--- src/rtl/mux_8_1_rr_sched.sv ---
// Round-robin scheduler sharing one 8:1 mux between 8 requesters; registers the selected bit with a valid strobe.
// Optional MUX_8_1_SCHED_PRIO_EN: requester 0 becomes strict priority, round-robin among 1..7 only.
module mux_8_1_rr_sched #(
    parameter int unsigned HOLD_MAX = 4,
    parameter int unsigned CNT_W    = 8
) (
    input  logic       clk,
    input  logic       rst,
    input  logic [7:0] req,
    input  logic [7:0] D,
    output logic       S0,
    output logic       S1,
    output logic       S2,
    output logic [7:0] grant,
    output logic       busy,
    output logic       out,
    output logic       out_valid
);

    typedef enum logic {IDLE, GRANT} state_e;

    state_e           state_q;
    logic [7:0]       grant_q;
    logic [2:0]       sel_q;
    logic [2:0]       last_q;
    logic             busy_q;
    logic             out_q;
    logic             out_valid_q;
    logic [CNT_W-1:0] hold_cnt_q;
    logic [CNT_W-1:0] hold_cnt_d;

    logic [7:0]       rr_req_c;
    logic [2:0]       idx_c;
    logic [2:0]       win_c;
    logic             found_c;
    logic             end_c;

    // Winner search starts just after the last winner, so the last winner ranks lowest.
    always_comb begin
        rr_req_c = req;
        idx_c    = 3'd0;
        win_c    = 3'd0;
        found_c  = 1'b0;
`ifdef MUX_8_1_SCHED_PRIO_EN
        rr_req_c[0] = 1'b0;
`endif
        for (int unsigned k = 1; k <= 8; k++) begin
            idx_c = last_q + 3'(k);
            if (!found_c && rr_req_c[idx_c]) begin
                found_c = 1'b1;
                win_c   = idx_c;
            end
        end
`ifdef MUX_8_1_SCHED_PRIO_EN
        if (req[0]) begin
            found_c = 1'b1;
            win_c   = 3'd0;
        end
`endif
    end

    assign hold_cnt_d = hold_cnt_q + CNT_W'(1);
    assign end_c      = !req[sel_q] || (hold_cnt_q == CNT_W'(HOLD_MAX - 1));

    always_ff @(posedge clk or posedge rst) begin
        if (rst) begin
            state_q     <= IDLE;
            grant_q     <= 8'd0;
            sel_q       <= 3'd0;
            last_q      <= 3'd7;
            busy_q      <= 1'b0;
            out_q       <= 1'b0;
            out_valid_q <= 1'b0;
            hold_cnt_q  <= '0;
        end else begin
            out_q       <= 1'b0;
            out_valid_q <= 1'b0;
            // A grant cycle delivers data only while its requester is still asking.
            if (state_q == GRANT && req[sel_q]) begin
                out_q       <= D[sel_q];
                out_valid_q <= 1'b1;
            end
            if (state_q == IDLE || end_c) begin
                if (found_c) begin
                    state_q    <= GRANT;
                    grant_q    <= 8'(1) << win_c;
                    sel_q      <= win_c;
                    busy_q     <= 1'b1;
                    hold_cnt_q <= '0;
`ifdef MUX_8_1_SCHED_PRIO_EN
                    if (win_c != 3'd0) begin
                        last_q <= win_c;
                    end
`else
                    last_q     <= win_c;
`endif
                end else begin
                    state_q    <= IDLE;
                    grant_q    <= 8'd0;
                    sel_q      <= 3'd0;
                    busy_q     <= 1'b0;
                    hold_cnt_q <= '0;
                end
            end else begin
                hold_cnt_q <= hold_cnt_d;
            end
        end
    end

    assign S0        = sel_q[0];
    assign S1        = sel_q[1];
    assign S2        = sel_q[2];
    assign grant     = grant_q;
    assign busy      = busy_q;
    assign out       = out_q;
    assign out_valid = out_valid_q;

endmodule

--- config.mk ---
export PLATFORM = sky130hd
export DESIGN_NAME = mux_8_1_rr_sched
export DESIGN_NICKNAME = d
export VERILOG_FILES = /design/src/rtl/mux_8_1_rr_sched.sv
export SDC_FILE = /design/constraint.sdc
export NUM_CORES = 1
export LEC_CHECK = 0
export BUFFER_PORTS_ARGS = -buffer_cell sky130_fd_sc_hd__buf_2
export CAP_MARGIN = 30
export CORE_ASPECT_RATIO = 0.7
export CORE_MARGIN = 3
export CORE_UTILIZATION = 33
export DETAILED_ROUTE_END_ITERATION = 16
export MAX_ROUTING_LAYER = met4
export SLEW_MARGIN = 20
export SYNTH_ARGS = -nofsm -noshare
export SYNTH_HDL_FRONTEND = slang
export SYNTH_SLANG_ARGS = --single-unit
export TNS_END_PERCENT = 30
--- constraint.sdc ---
create_clock -name clk -period 4.9 [get_ports clk]
set_input_delay 0.49 -clock clk [delete_from_list [all_inputs] [get_ports clk]]
set_output_delay 0.49 -clock clk [all_outputs]
set_load 0.1 [all_outputs]
==> results.txt <==
The number of antenna violations at the first check in global routing is 0. After filler insertion, the fill cell instance count of the layout stands at approximately 600. The count of standard-cell rows is 23. The pin count of the biggest net entering global routing is 26. The path class of the tightest hold or removal check is in -> async.

The cell count of the worst reg-to-reg path came out at 9. The number of nets in the layout came out at ~250. Final hold analysis gives a worst-case slack of between 0.1 and 0.15 ns. The number of library cell types mapped by synthesis came out at 51.

The x dimension of the die came out at between 100 and 150 µm. The final critical delay including setup and external delays came out at between 4 and 5 ns. The critical path endpoint category is a flip-flop.

The flow ran to the end, and the final reports show no timing, DRC or antenna violations. The met2 track demand over resource came out at a little under a fifth. The number of gates resized after CTS was 0.

The total wirelength of the detailed-routed design came out at between 5 and 6 mm. The share of cells above drive strength 1 is slightly below 30%. The post-synth net total is approximately 220. The maximum buffer depth of the clock tree came out at 2. The dominant register cell in the synthesized netlist is dfrtp_1. The number of nets with antenna violations after routing came out at 0. The final route contains around 1700 vias. For this design the top-level I/O count stands at 32. Setup violations remaining at the end of the flow were counted as 0.

By count the netlist is led by 22 x dfrtp_1, 21 x nand2_1, 18 x nor2_1. The clock transition time at the flip-flop clock pins of the worst setup and hold paths is ~0.09 ns. The count of non-filler cells in the finished layout is 300.

Sorting the synthesized cells by area gives the leading types as dfrtp_1 27%, mux4_2 14%, mux2i_1 6.3%, dfstp_2 3.8%, nand2_1 3.8%. The count of final hold-check violations came out at 0. The number of placed instances, taps included is between 200 and 300. The number of I/O port buffers is 31.

The combined area of all synthesized cells is a little over 0.002 mm². The wire length of the first global-routing pass came out at about 8.7 mm. Of all flip-flops after synthesis, the portion carrying an async set or reset was 100.0%.

Setup repair after global routing left no endpoint under its margin. The antenna diode count came out at 0. In the routed design, unresolved DRC markers number 0. The category of the worst setup path launch point is a flip-flop. The quantity of hold-fixing buffers added after cts is 0. The first-pass iteration count of the detailed router came out at 4. The arrival time at the worst endpoint is 4.36 ns. For the final database, setup skew stands at just over 0.01 ns. The initial detailed-routing violation count came out at 124. The peak fanout along the critical path came out at 20. Among all cell types in the netlist, the one instantiated most often is dfrtp_1. The number of synthesized register bits came out at 25. Using the TritonRoute via totals, the vias-per-cell ratio works out to 5.720. The post-place setup slack is around 0.7 ns. The endpoint required time on the critical path is 5.06 ns. The sequential share of the synthesized area came out at 30.50%. The combined area of the multi-input logic cells came out at roughly 0.0014 mm².

For the worst-skew pair, the clock arrives at the later sink with an insertion delay of about 0.27 ns. The fmax is 238.0 MHz. The cell sitting at the root of the clock tree is a clkbuf_8. The overall die height came out at 72.16 µm. Global routing consumed, on the met3 layer, 4.419% of the routing resources. The total number of clock tree sinks is 25. The post-CTS setup buffer count is 0. Yosys mapped a number of flops with a built-in enable equal to 0. The total number of yosys warnings came out at 0. The total die area is between 0.007 and 0.008 mm². Routability-driven placement finished with a final weighted congestion of between 0.9 and 1.

The count of final max-slew check failures was 0. The total overflow left after global routing is 0. The post-route clock period utilization is 85.74%.

The number of violations of the max-capacitance limit came out at 0. The placed wire-length estimate came out at approximately 4 mm. Summed over all instances, the cell type with the most area after synthesis is dfrtp_1. TritonCTS built the clock tree.

The worst setup path is of the reg -> reg kind. The count of H-tree levels built during CTS is 1. Clock tree synthesis inserted a total of 3 buffers. From synthesis to final layout, the design area changed by 12.92%. The average cell area after synthesis is between 10 and 15 µm². The headroom to the max-slew limit came out at 62.30%. The per-cell routed wire length came out at roughly 17 µm. The global-route track usage on met1 came out at 26.09%. The share of the synthesized area in the top cell type is between 20% and 30%. The measured slew at the worst slew-check pin is between 0.5 and 0.6 ns.

The worst setup slack after layout came out at roughly 0.70 ns. The number of cells produced by synthesis is approximately 200. Summing all flip-flop and latch instances after layout gives around 630 µm². The overall global routing resource usage came out at 15.63%. The initial core utilization came out at 35.14%.

The core area came out at between 0.005 and 0.006 mm². The via count of the first global-routing pass is about 1600. For the final routed database, the setup TNS stands at 0 ns. In this run the most used layer during global routing was met1.
[cell families after synthesis]
kind of cell,Yosys count,synth area share [%]
DFF,25,30.50
xor gates and xnor gates,10,4.245
buffers and inverters,15,3.699
AOI/OAI and AO/OA,41,15.46
muxes,35,27.23
and+or+nand+nor,68,17.04
adders and majority gates,3,1.819
[metal layers]
metal / vias to the layer above / share of wire, %
met2: 70 / 37
met1: 831 / 51
met5: - / 0
li1: 813 / -
met3: 2 / 11
met4: 0 / 0.17
[cell usage in the layout, fill, tap and decap left out, types with 4 or more instances in the layout]
master,instances
nor2_1,18
o21ai_0,6
buf_2,31
nand2_1,21
xor2_1,6
nand3_1,6
xnor2_1,4
nor3_1,4
a21oi_1,4
mux2i_1,13
mux4_2,13
mux2_2,6
o31ai_1,4
a32o_1,5
inv_1,5
dfrtp_1,22
[final cells by class]
| type | instances | area share, % |
|---|---|---|
| Timing Repair Buffer | 33 | 7.626 |
| Tap cell | 75 | 4.028 |
| Sequential cell | 25 | 27.01 |
| Multi-Input combinational cell | 157 | 58.27 |
| Clock inverter | 1 | 0.3222 |
| Clock buffer | 3 | 1.772 |
| Inverter | 6 | 0.9667 |
[sequential cells by signal, summed over array words and instances, names as in the netlist]
signal and cells:
out 1, out_valid 1, grant 8, hold_cnt_q 8, last_q 3, busy 1
sel_q 3
[critical path: stages (launching register included)]
cell      delay, ns
dfstp_2        0.83
clkinv_1       0.33
ha_1           0.67
mux4_2         0.63
mux2i_4        0.27
nand3_4        0.16
nor4b_4        0.38
a211oi_2       0.07
or3_1          0.46
a32o_1         0.28
[stage by stage]
stage	area [µm²]	utilization [%]
2_1_floorplan	2063	-
5_1_grt	2330	39.68
3_3_place_gp	2258	38.47
6_report	2330	39.68
4_1_cts	2315	39.43
3_5_place_dp	2266	38.60
[path summary, 6_finish.rpt]
| check | start | end | slack, ns |
|---|---|---|---|
| max in group asynchronous | rst | last_q[1] | 4.26 |
| setup reg to reg | last_q[0] | grant[2] | 0.70 |
| hold / removal | rst | hold_cnt_q[2] | 0.13 |
| hold reg to reg | grant[4] | grant[4] | 0.48 |
| setup / recovery | last_q[0] | grant[2] | 0.70 |
| min in group clk | grant[4] | grant[4] | 0.48 |
Power is not shown: default switching activity piles up to over one toggle a cycle in this logic, so the estimate is an artifact.
